$ cat src/rtl/instr_loader_pkg.sv
// Shared types and constants for the instruction-memory loader.
package instr_loader_pkg;

  typedef enum logic [2:0] {
    ST_IDLE,
    ST_CNT_LO,
    ST_CNT_HI,
    ST_DATA_LO,
    ST_DATA_HI,
    ST_DONE,
    ST_ERROR
  } state_t;

  localparam int unsigned BYTES_PER_INSTR = 2;
  localparam int unsigned CNT_WIDTH       = 16;

endpackage

$ cat src/rtl/instr_loader.sv
// Byte-stream loader: assembles two-byte instructions and writes them to the
// instruction RAM from address 0, holding the CPU in reset until done.
module instr_loader
  import instr_loader_pkg::*;
#(
  parameter int unsigned ADDR_WIDTH  = 11,
  parameter int unsigned INSTR_WIDTH = 9
) (
  input  logic                   clk,
  input  logic                   rst_n,
  input  logic                   start,
  input  logic                   in_valid,
  input  logic [7:0]             in_data,
  output logic                   in_ready,
  output logic                   wr_en,
  output logic [ADDR_WIDTH-1:0]  wr_addr,
  output logic [INSTR_WIDTH-1:0] wr_data,
  output logic                   busy,
  output logic                   done,
  output logic                   err,
  output logic                   cpu_hold
);

  localparam int unsigned DEPTH  = 1 << ADDR_WIDTH;
  localparam int unsigned CTR_W  = ADDR_WIDTH + 1;
  localparam int unsigned WORD_W = BYTES_PER_INSTR * 8;
  // Bits of the assembled word above the instruction width must be zero.
  localparam logic [WORD_W-1:0] RSVD_MASK = ~WORD_W'((64'(1) << INSTR_WIDTH) - 64'(1));

  state_t state_q, state_d;

  logic [7:0]           lo_byte_q;
  logic [CTR_W-1:0]     cnt_q;
  logic [CTR_W-1:0]     addr_q;
  logic                 accept;
  logic [CNT_WIDTH-1:0] cnt_word;
  logic [WORD_W-1:0]    instr_word;
  logic                 cnt_ok;
  logic                 hi_bad;
  logic                 last_instr;

  logic wr_en_d;
  logic clr_addr;
  logic in_ready_d, busy_d, done_d, err_d, cpu_hold_d;

  assign accept     = in_valid & in_ready;
  assign cnt_word   = CNT_WIDTH'({in_data, lo_byte_q});
  assign instr_word = WORD_W'({in_data, lo_byte_q});
  assign cnt_ok     = (cnt_word != '0) &&
                      ({1'b0, cnt_word} <= (CNT_WIDTH + 1)'(DEPTH));
  assign hi_bad     = |(instr_word & RSVD_MASK);
  assign last_instr = (addr_q + CTR_W'(1)) == cnt_q;

  // Next-state logic and next values of the registered outputs.
  always_comb begin
    state_d  = state_q;
    wr_en_d  = 1'b0;
    clr_addr = 1'b0;
    unique case (state_q)
      ST_IDLE, ST_DONE, ST_ERROR: begin
        if (start) begin
          state_d  = ST_CNT_LO;
          clr_addr = 1'b1;
        end
      end
      ST_CNT_LO:  if (accept) state_d = ST_CNT_HI;
      ST_CNT_HI:  if (accept) state_d = cnt_ok ? ST_DATA_LO : ST_ERROR;
      ST_DATA_LO: if (accept) state_d = ST_DATA_HI;
      ST_DATA_HI: begin
        if (accept) begin
          if (hi_bad) begin
            state_d = ST_ERROR;
          end else begin
            wr_en_d = 1'b1;
            state_d = last_instr ? ST_DONE : ST_DATA_LO;
          end
        end
      end
      default: state_d = ST_IDLE;
    endcase

    in_ready_d = (state_d == ST_CNT_LO) || (state_d == ST_CNT_HI) ||
                 (state_d == ST_DATA_LO) || (state_d == ST_DATA_HI);
    busy_d     = !((state_d == ST_IDLE) || (state_d == ST_DONE) ||
                   (state_d == ST_ERROR));
    done_d     = (state_d == ST_DONE);
    err_d      = (state_d == ST_ERROR);
    cpu_hold_d = (state_d != ST_DONE);
  end

  // State register with registered status decodes.
  always_ff @(posedge clk or negedge rst_n) begin
    if (!rst_n) begin
      state_q  <= ST_IDLE;
      in_ready <= 1'b0;
      busy     <= 1'b0;
      done     <= 1'b0;
      err      <= 1'b0;
      cpu_hold <= 1'b1;
    end else begin
      state_q  <= state_d;
      in_ready <= in_ready_d;
      busy     <= busy_d;
      done     <= done_d;
      err      <= err_d;
      cpu_hold <= cpu_hold_d;
    end
  end

  // Low-byte holding register, instruction count, address counter, write port.
  always_ff @(posedge clk or negedge rst_n) begin
    if (!rst_n) begin
      lo_byte_q <= '0;
      cnt_q     <= '0;
      addr_q    <= '0;
      wr_en     <= 1'b0;
      wr_addr   <= '0;
      wr_data   <= '0;
    end else begin
      wr_en <= wr_en_d;
      if (clr_addr) begin
        addr_q <= '0;
      end
      if (accept && ((state_q == ST_CNT_LO) || (state_q == ST_DATA_LO))) begin
        lo_byte_q <= in_data;
      end
      if (accept && (state_q == ST_CNT_HI) && cnt_ok) begin
        cnt_q <= CTR_W'(cnt_word);
      end
      if (wr_en_d) begin
        wr_addr <= addr_q[ADDR_WIDTH-1:0];
        wr_data <= instr_word[INSTR_WIDTH-1:0];
        addr_q  <= addr_q + CTR_W'(1);
      end
    end
  end

endmodule

$ cat config.mk
export PLATFORM = sky130hd
export DESIGN_NAME = instr_loader
export DESIGN_NICKNAME = d
export VERILOG_FILES = /design/src/rtl/instr_loader_pkg.sv /design/src/rtl/instr_loader.sv
export SDC_FILE = /design/constraint.sdc
export NUM_CORES = 1
export LEC_CHECK = 0
export CAP_MARGIN = 30
export CORE_UTILIZATION = 25
export DETAILED_ROUTE_END_ITERATION = 7
export PLACE_DENSITY = 0.52
export SLEW_MARGIN = 25
export SYNTH_ARGS = -nofsm -noshare
export SYNTH_HDL_FRONTEND = slang
export SYNTH_SLANG_ARGS = --single-unit
$ cat constraint.sdc
create_clock -name clk -period 1.9 [get_ports clk]
set_input_delay 0.38 -clock clk [delete_from_list [all_inputs] [get_ports clk]]
set_output_delay 0.38 -clock clk [all_outputs]
set_load 0.01 [all_outputs]
==> results.cfg <==
[outcome]
status = complete, but fails checks
violations = design-rule violations, negative setup slack

[power_and_ir_drop]
p_switching_mw = 1.44
internal-power_mw = 3.23
power_mw = 4.67
power_density_nw_per_um2 = 1030
leakagePower_nw = 2.05
irDropWorstVdd_v = 0.000464
comb_power_share = 0.282
p_clk_frac = 0.352
pwr-share-seq = 0.366
p_sw_frac = 0.308

[timing]
setup-tns-final_ns = -0.906
setup_viol = 12
layout_min_cycle_time_ns = 2.07
final_max_slew_viol_count = 0
relSlewSlack = 0.683
fmax_mhz = 483
whs_ns = 0.0511
fin_skew_ns = 0.00788
rsz0062_at_grt = true
finalHoldViolations = 0
worstMarginPinSlew_ns = 0.471
setup_ws_ns = -0.168
period_share = 1.09

[clock_tree]
htreeDepth = 3
cts_buffer_depth = 2
cts_root_buffer = clkbuf_16
clock_sinks = 61
cts_tree = yes
cts_made_buffers = 9
path_clk_slew_ns = 0.06
clock_latency_ns = 0.33

[worst_setup_path]
cpLargestDelayFamily = simple AND/OR/NAND/NOR gates
path_max_fanout = 6
cp_common_cell = xor2_1
cp_slowest_stage_delay_ns = 0.42
end_kind = register
critPathLaunchType = register
cp.arrival_ns = 2.28
required_ns = 2.11
cp_cell_sequence = ha_4 > xor2_1 > a311oi_1 > nand3_1 > nor3_2 > nand4_1 > o21a_4 > xor2_1
cp_num_cells = 8
r2r_cells = 8
critPathSlowestCell = dfrtp_1
critPathBufInv = 0
worstSetupPathType = reg -> reg

[floorplan]
die_area_um2 = 12300
fp-row-count = 39
die_h_um = 111
die_width_um = 111
ioPinCount = 38
core_area_um2 = 11500
start_util = 0.258

[logic_synthesis]
async_reset_ff_frac = 1.00
synth_nets = 319
yosysMostFrequentCell = nand2_1
synthFlopType = dfrtp_1
synth_area_um2 = 2980
seq_area_frac_synth = 0.513
synth_edf_count = 0
synthTopCellsByCount = nand2_1 (73), dfrtp_1 (60), mux2_2 (21)
yosysTopAreaCellShare = 0.505
ys_ff_latch = 61
ys_warn_count = 0
synthCells = 306
ys_top_cells_by_area = dfrtp_1 (50%), nand2_1 (9.2%), mux2_2 (7.9%)
netlist-cell-type-count = 45
avgSynthCellArea_um2 = 9.72
synth_area_leader_cell = dfrtp_1

[cells_and_area]
finalNetCount = 420
layout-drive-gt1-share = 0.362
n_antenna_cell = 0
fin_util = 0.392
syn_to_final_growth_pct = 51.9

[global_route]
grt_max_degree = 62
antenna_found_initial = 0
grt_first_pass_wirelength_um = 12700
grt_usage = 0.131
grt_pass1_vias = 2578
gr-total-overflow = 0

[detailed_routing]
wirelength_met1_um = 3580
first_pass_iters = 6
drt-total-wl_um = 7710
avgRoutedWirePerCell_um = 13.9
ant_nets = 0
routed_via_density = 4.56
drc = 7
vias = 2529
wl_met2_um = 3640
met3RoutedLength_um = 347
drt_iter0_drc = 116
top_layer_used = met4

[placed_design]
dp_hpwl_um = 5390
port_buffers = 37
place_ws_ns = -0.726
gp_congestion = 0.881

[job]
drv_cap = 0

[hold_path]
hold_class = in -> async
-- layer usage --
layer	global-route usage	up-vias
met5	0	-
met4	0.0477	0
met3	0.0334	14
met2	0.210	60
met1	0.169	1204
li1	-	1251
-- registers in the layout, summed over array words and instances, names as in the netlist --
register,flops
addr_q,12
busy,1
cnt_q,12
cpu_hold,1
done,1
err,1
in_ready,1
lo_byte_q,8
state_q,3
wr_addr,11
wr_data,9
wr_en,1
-- worst paths after layout --
path,from,to,slack (ns)
worst max-delay path,addr_q[1],in_ready,-0.17
worst min-delay path,rst_n,wr_addr[3],0.05
worst max register to register,addr_q[1],in_ready,-0.17
worst min register to register,wr_addr[9],wr_addr[9],0.46
max in group asynchronous,rst_n,cpu_hold,1.52
min in group clk,in_data[4],lo_byte_q[4],0.36
-- logic make-up after synthesis --
| logic type | synth area share |
|---|---|
| xor gates and xnor gates | 0.0618 |
| AOI/OAI and AO/OA | 0.0892 |
| and+or+nand+nor | 0.208 |
| DFF | 0.513 |
| adders and majority gates | 0.00420 |
| buffers and inverters | 0.0442 |
| muxes | 0.0795 |
-- cells in the final DEF (no fill, tap or decap), types with 5 or more instances in the layout --
master           Yosys  final
clkbuf_16            0      9
xnor2_1             11     10
inv_1                6      5
dfrtp_1             60     58
o21ai_1              2     17
mux2_2              21     21
nand2_1             73     73
xor2_1              10      9
clkdlybuf4s50_1      0     29
nor2_1              15     15
nand3_1             12      9
buf_4                1     65
-- final cells by class --
| cell class | count | area [µm²] |
|---|---|---|
| Fill cell | 1173 | 7000 |
| Multi-Input combinational cell | 220 | 1530 |
| Sequential cell | 61 | 1530 |
| Timing Repair Buffer | 108 | 945 |
| Clock buffer | 9 | 225 |
| Tap cell | 143 | 179 |
| Clock inverter | 7 | 75.1 |
| Inverter | 7 | 31.3 |
-- metrics by stage --
step	std cells	area, µm²
after floorplan	306	3010
after global placement	532	3960
after detailed placement	532	3960
after CTS	548	4340
after global routing	555	4520
final	555	4520
-- what timing repair did --
action,CTS,global route
resized for setup,35,25
pin swaps,18,13
setup endpoints to repair,53,47
hold buffers,0,0
buffers inserted,0,7
-- power by group through the flow --
| stage | Sequential, mW | Clock, mW | Combinational, mW |
|---|---|---|---|
| floorplan | 1.67 | 0 | 0.644 |
| global placement | 1.70 | 0 | 1.18 |
| detailed placement | 1.71 | 0 | 1.20 |
| CTS | 1.69 | 1.68 | 1.26 |
| global route | 1.73 | 1.74 | 1.44 |
| finish | 1.71 | 1.64 | 1.32 |
No activity file was read; power rests on OpenSTA's default activity.
